<file path="config.mk">
export PLATFORM = sky130hd
export DESIGN_NAME = div_issue_ctrl
export DESIGN_NICKNAME = d
export VERILOG_FILES = /design/src/rtl/div_issue_ctrl.sv
export SDC_FILE = /design/constraint.sdc
export NUM_CORES = 1
export LEC_CHECK = 0
export ABC_AREA = 1
export BUFFER_PORTS_ARGS = -buffer_cell sky130_fd_sc_hd__buf_2
export CAP_MARGIN = 20
export CELL_PAD_IN_SITES_DETAIL_PLACEMENT = 2
export CELL_PAD_IN_SITES_GLOBAL_PLACEMENT = 2
export CORE_ASPECT_RATIO = 1.25
export CORE_MARGIN = 1.5
export CORE_UTILIZATION = 27
export DETAILED_ROUTE_END_ITERATION = 6
export PLACE_DENSITY_LB_ADDON = 0.1
export SYNTH_ARGS = -nofsm -noshare
export SYNTH_HDL_FRONTEND = slang
export SYNTH_SLANG_ARGS = --single-unit
</file>
<file path="constraint.sdc">
create_clock -name clk -period 2.27 [get_ports clk]
set_input_delay 0.227 -clock clk [delete_from_list [all_inputs] [get_ports clk]]
set_output_delay 0.227 -clock clk [all_outputs]
set_load 0.01 [all_outputs]
</file>
<file path="src/rtl/div_issue_ctrl.sv">
// rtl/div_issue_ctrl.sv - issue/timeout controller wrapping an iterative divider core
// Accepts one request, sequences LOAD/RUN on the core, and holds the result until consumed.
module div_issue_ctrl #(
    parameter int WIDTH   = 32,
    parameter int TIMEOUT = 40
) (
    input  logic             clk,
    input  logic             rst,
    input  logic             in_valid,
    output logic             in_ready,
    input  logic [WIDTH-1:0] in_dividend,
    input  logic [WIDTH-1:0] in_divisor,
    output logic             core_rst,
    output logic             core_run,
    output logic [WIDTH-1:0] core_dividend,
    output logic [WIDTH-1:0] core_divisor,
    input  logic             core_rdy,
    input  logic [WIDTH-1:0] core_quotient,
    input  logic [WIDTH-1:0] core_remainder,
    output logic             out_valid,
    input  logic             out_ready,
    output logic [WIDTH-1:0] out_quotient,
    output logic [WIDTH-1:0] out_remainder,
    output logic             out_dz,
    output logic             out_to,
    output logic [5:0]       out_cycles
);

    typedef enum logic [1:0] {IDLE, LOAD, RUN, OUT} state_t;

    state_t           state, state_nx;
    logic [5:0]       cnt;
    logic [WIDTH-1:0] dvd_r, dvs_r, q_r, r_r;
    logic             dz_r, to_r;
    logic [5:0]       cyc_r;
    logic             accept, div_zero, timeout_hit;

    assign accept      = (state == IDLE) && in_valid;
    assign div_zero    = (in_divisor == '0);
    assign timeout_hit = (cnt == 6'(TIMEOUT - 1));

    always_ff @(posedge clk) begin
        if (rst) state <= IDLE;
        else     state <= state_nx;
    end

    always_comb begin
        state_nx = state;
        case (state)
            IDLE: if (in_valid) state_nx = div_zero ? OUT : LOAD;
            LOAD: state_nx = RUN;
            RUN:  if (core_rdy || timeout_hit) state_nx = OUT;
            OUT:  if (out_ready) state_nx = IDLE;
            default: state_nx = IDLE;
        endcase
    end

    // Handshake/core strobes; rst overrides so the core is held in reset with us.
    always_comb begin
        in_ready  = 1'b0;
        core_rst  = 1'b0;
        core_run  = 1'b0;
        out_valid = 1'b0;
        if (rst) begin
            core_rst = 1'b1;
        end else begin
            case (state)
                IDLE:    in_ready  = 1'b1;
                LOAD:    core_rst  = 1'b1;
                RUN:     core_run  = 1'b1;
                OUT:     out_valid = 1'b1;
                default: ;
            endcase
        end
    end

    always_ff @(posedge clk) begin
        if (rst) begin
            dvd_r <= '0;
            dvs_r <= '0;
            q_r   <= '0;
            r_r   <= '0;
            dz_r  <= 1'b0;
            to_r  <= 1'b0;
            cyc_r <= '0;
            cnt   <= '0;
        end else begin
            if (accept) begin
                dvd_r <= in_dividend;
                dvs_r <= in_divisor;
                if (div_zero) begin
                    q_r   <= '1;
                    r_r   <= in_dividend;
                    dz_r  <= 1'b1;
                    to_r  <= 1'b0;
                    cyc_r <= '0;
                end
            end
            if (state == LOAD) cnt <= '0;
            if (state == RUN) begin
                cnt <= cnt + 6'd1;
                // A late core_rdy on the final allowed cycle still wins over the timeout.
                if (core_rdy) begin
                    q_r   <= core_quotient;
                    r_r   <= core_remainder;
                    dz_r  <= 1'b0;
                    to_r  <= 1'b0;
                    cyc_r <= cnt + 6'd1;
                end else if (timeout_hit) begin
                    q_r   <= '0;
                    r_r   <= '0;
                    dz_r  <= 1'b0;
                    to_r  <= 1'b1;
                    cyc_r <= 6'(TIMEOUT);
                end
            end
        end
    end

    assign core_dividend = rst ? '0 : dvd_r;
    assign core_divisor  = rst ? '0 : dvs_r;
    assign out_quotient  = rst ? '0 : q_r;
    assign out_remainder = rst ? '0 : r_r;
    assign out_dz        = rst ? 1'b0 : dz_r;
    assign out_to        = rst ? 1'b0 : to_r;
    assign out_cycles    = rst ? 6'd0 : cyc_r;

endmodule

</file>
* After elaboration in Yosys (flattened, before gate mapping)
Cells that the tools add are included.
Word-level totals: register bits 144, latch bits 0, RAM bits 0, memory bits (read-only) 0, output and inout bits 140, word-level logic and storage cells 70, memories kept 0
Operators by class: add/sub/neg operators 1, multiply operators 0, div/mod/pow operators 0, $lt $le $gt $ge 0, equal/unequal tests 7, shifts and indexed selects 0, multiplexer cells 47, bitwise operators 0, reduce and logical (&&, ||, !) cells 6
Operators by type and width (count):
- $mux 32 | 14
- $mux 6 | 8
- $logic_not 32->1 | 1
- $mux 1 | 20
- $mux 2 | 4
- $pmux 2 s4 | 1
- $add 6x1->6 const B | 1
- $eq 6x6->1 const B | 1
- $ne 2x2->1 const B | 3
- $eq 2x2->1 const B | 2
- $reduce_and 3->1 | 1
- $eq 2x1->1 const B | 1
- $logic_not 2->1 | 1
- $reduce_bool 2->1 | 1
- $logic_and 1x1->1 | 1
- $logic_or 1x1->1 | 1

* Logic depth before layout (Yosys ltp)
depth in word-level cells 6, depth in mapped cells 10

* Least setup slack after synthesis
Ideal clock, no wire load.
path type register to register, start register state[0], end register r_r[10], setup time 0.059 ns, arrival 1.442 ns, slack 0.769 ns, stages on the path, launching flop included 11, buffers on the path 1, clock period less this slack 1.501 ns, cells stage by stage dfxtp_1 inv_1 ha_1 nand2_1 inv_1 nor2_1 nand2_2 inv_4 buf_6 nand3_2 nand2_1
On the way: cells in the longest elaborated chain, start to end 6, elaborated cells between the ends (all ways) 7
Ends and longest elaborated chain:
- start, declared | RTL line 31 | state_t state, state_nx;
- start signal, assigned | RTL line 44 | else state <= state_nx;
- $logic_not 2->1 | RTL line 38 | assign accept = (state == IDLE) && in_valid;
- $logic_and 1x1->1 | RTL line 38
- $mux 32 | RTL line 88 | if (accept) begin
- $mux 32 | RTL line 109 | end else if (timeout_hit) begin
- $mux 32 | RTL line 103 | if (core_rdy) begin
- $mux 32 (*) | RTL line 100 | if (state == RUN) begin
- end signal, assigned | RTL line 93 | r_r <= in_dividend;
- end signal, assigned | RTL line 105 | r_r <= core_remainder;
- end, declared | RTL line 33 | logic [WIDTH-1:0] dvd_r, dvs_r, q_r, r_r;
Mark *: on every way between the ends. The rest lies on a longest branch, timed or not. A chain may end at the register's enable or synchronous reset.

* Worst setup path in the final report
start register state[0], end register r_r[31]
The elaborated chain is that of the path after synthesis.

==> results.txt <==
Seq cells post-synth: 144
Detailed placer's ending HPWL: 17,800 um
Post-CTS setup buffer count: 0
Syn_nets: 1,198
Setup violators final: 0
Largest net degree at the start of global routing: 129
Synth cell count leaders: nand2_1 (235), inv_1 (181), nor2_1 (168)
DR WL/cell: 15.1 um
Sum of routed wire length over all layers: 25,600 um
Largest fanout of any net on the critical path: 19
Crit end category: flip-flop
Worst slack, placed: 228 ps
P_leak: 0.00519 uW
IR drop worst, VDD: 0.474 mV
Final routed DRC violation total: 0
Critical path arrival: 2360 ps
Final nets: 1,481
Final Non-Filler Cells: 1,696
Power per Cell Area: 873 nW/um^2
Synth top area share: 41.1%
Most used DFF post-synth: dfxtp_1
Worst clock skew: 14.1 ps
Post-layout worst setup margin: 257 ps
Dominant cell by count in the synthesized netlist: nand2_1
Worst relative slew slack: 65.6%
Area growth from synthesis to layout: 38.0%
Number of I/O pins: 273
Setup Total Neg Slack: 0 ps
Effective utilization at floorplan: 27.7%
Share of flip-flops with an asynchronous set or reset: 0%
Count of maximum capacitance violations: 0
Violation count after the first detailed-routing iteration: 136
Count of buffers inserted at the top-level ports: 272
Die X-Extent: 147 um
Vias in the first global route: 7,833
Count of endpoints failing hold in the final timing report: 0
Hold-fix buffer count after cts: 41
Total routing resource utilization after global routing: 18.9%
Clock latency on the worst-skew pair: 420 ps
Maximum cell stage delay along the critical path: 380 ps
Clock slew at the register clock pins of the worst setup and hold paths: 60 ps
Max Clk Rate: 0.497 GHz
Netlist area before placement: 7020 um^2
Share of the clock period used by the worst path after layout: 88.7%
Worst hold path class: input port to flip-flop
Share of the yosys chip area belonging to registers: 41.1%
Layout cells sized above 1: 28.6%
Die Span Y: 183 um
Area of the die: 27,000 um^2
Global-route congestion overflow total: 0
Routability Congestion: 0.735
Number of buffers created by CTS: 17
Std-Cell Core Area: 25,400 um^2
Placed Instances: 1,617
Number of detailed-routing iterations run before antenna repair: 4
Placed standard-cell area: 8670 um^2
Startpoint types: flip-flop
H-Tree Level Count: 4
Post-CTS Resized: 0
Top cells by area in the synthesized netlist: dfxtp_1 (41%), nand2_1 (13%), inv_1 (9.7%)
Detail-routed via count per cell: 4.43
Slew @ Worst Pin: 515 ps
Antenna-violating nets left: 0
Critical-path cell with the highest stage delay: dfxtp_1
Via count: 7,510
Number of slew-limit violations in the final report: 0
Number of buffers on the longest clock path: 2
Crit path kind: flip-flop to flip-flop
Status: complete, no violations
Root cell of the clock tree: clkbuf_16
Required time at the endpoint of the critical path: 2620 ps
Number of cells produced by synthesis: 1,059
TritonCTS clock tree: yes
First-pass GRT wire length: 40,600 um
Family with the most delay on the worst path: simple AND/OR/NAND/NOR gates
Num Clock Sinks: 144
Floorplan row count: 65
Post-layout instance area: 9690 um^2
Sum of buffers and inverters on the critical path: 4
Mean instance size in the synthesized netlist: 6.63 um^2
Final Critical Period: 2010 ps
Ordered list of cells on the worst path: inv_1 -> ha_1 -> nand2_1 -> inv_1 -> nor2_1 -> nand2_2 -> inv_4 -> buf_4 -> nand3_1 -> nand2_1
Number of enable flip-flop cells after synthesis: 0
Antenna violations before repair: 7
Count of warnings emitted by yosys: 0
Setup repair after global routing missed its margin: no
Cell type contributing the most total cell area after synthesis: dfxtp_1
Number of unique standard cell types used by synthesis: 26
==> cell families (layout without fill, tap and decap cells) <==
family	after synthesis	after routing	share of synthesized area, %
adder cells (fa/ha/maj)	6	6	1.07
AND/OR/NAND/NOR	513	513	32.3
XOR/XNOR	3	3	0.374
other	0	7	0
AO/OA/AOI/OAI	143	143	10.2
flip-flops	144	144	41.1
buffers and inverters	250	545	14.9
==> routing by layer <==
metal	GRT usage, %	wire length, um	vias to the layer above
met3	5.47	1460	17
met5	0	13	-
li1	-	-	3739
met4	4.72	275	2
met2	34.0	13000	182
met1	21.9	10800	3570
==> area by class of cell <==
type	instances	area, um^2
diodes	7	17.5
clock buffers	19	433
clock inverters	12	160
fillers	3109	15700
inverters	187	704
multi-input cells	665	3100
flip-flops and latches	144	2880
well taps	335	419
repair buffers	327	1970
==> worst paths after layout <==
check / from / endpoint / slack [ps] / cells past startpoint
hold reg to reg: dvd_r[20] / dvd_r[20] / 450 / 2
setup reg to reg: state[0] / r_r[31] / 260 / 10
hold / removal: core_remainder[22] / r_r[22] / 10 / 3
setup / recovery: state[0] / r_r[31] / 260 / 10
==> stage by stage <==
stage	hold WS [ps]	utilization, %	power, uW
after global placement	421	34.2	5530
after CTS	0.551	38.1	8620
after floorplan	337	-	4730
after global routing	1.79	38.1	9060
after detailed placement	429	34.2	5630
final	14.7	38.2	8460
==> worst reg2reg max path: stages, from the launching register on <==
cell     delay (ps)
dfxtp_1         380
inv_1           100
ha_1            260
nand2_1         180
inv_1           120
nor2_1          170
nand2_2         100
inv_4            80
buf_4           310
nand3_1         150
nand2_1          90
==> state kept, by name, indices dropped and copies added (netlist names) <==
name and flops:
dvd_r 32, dvs_r 32, state 2, cyc_r 6, to_r 1, q_r 32, dz_r 1, cnt 6
r_r 32
==> power by group <==
| part | internal (uW) | switching, uW | leakage (uW) |
|---|---|---|---|
| sequential | 3030 | 139 | 0.00118 |
| combinational | 819 | 1580 | 0.00373 |
| clock | 1730 | 1150 | 0.000277 |
| total | 5590 | 2870 | 0.00519 |
==> layout by cell type (no fill, tap or decap), types with 2 or more instances in the layout <==
master         instances
nor3_1                 2
dlygate4sd3_1         41
buf_12                 7
nor2_1               167
clkbuf_1               2
buf_2                271
clkinvlp_4             4
ha_1                   6
inv_2                  6
clkbuf_16             17
diode_2                7
a21oi_1               75
dfxtp_1              144
o21ai_0               66
nand3_2               28
nand2_4                2
inv_1                180
inv_6                  3
bufinv_16              3
xor2_1                 3
nand2_2               32
buf_4                  8
nand2_1              234
nand3_1               43
Power figures use the tool's default switching activity.
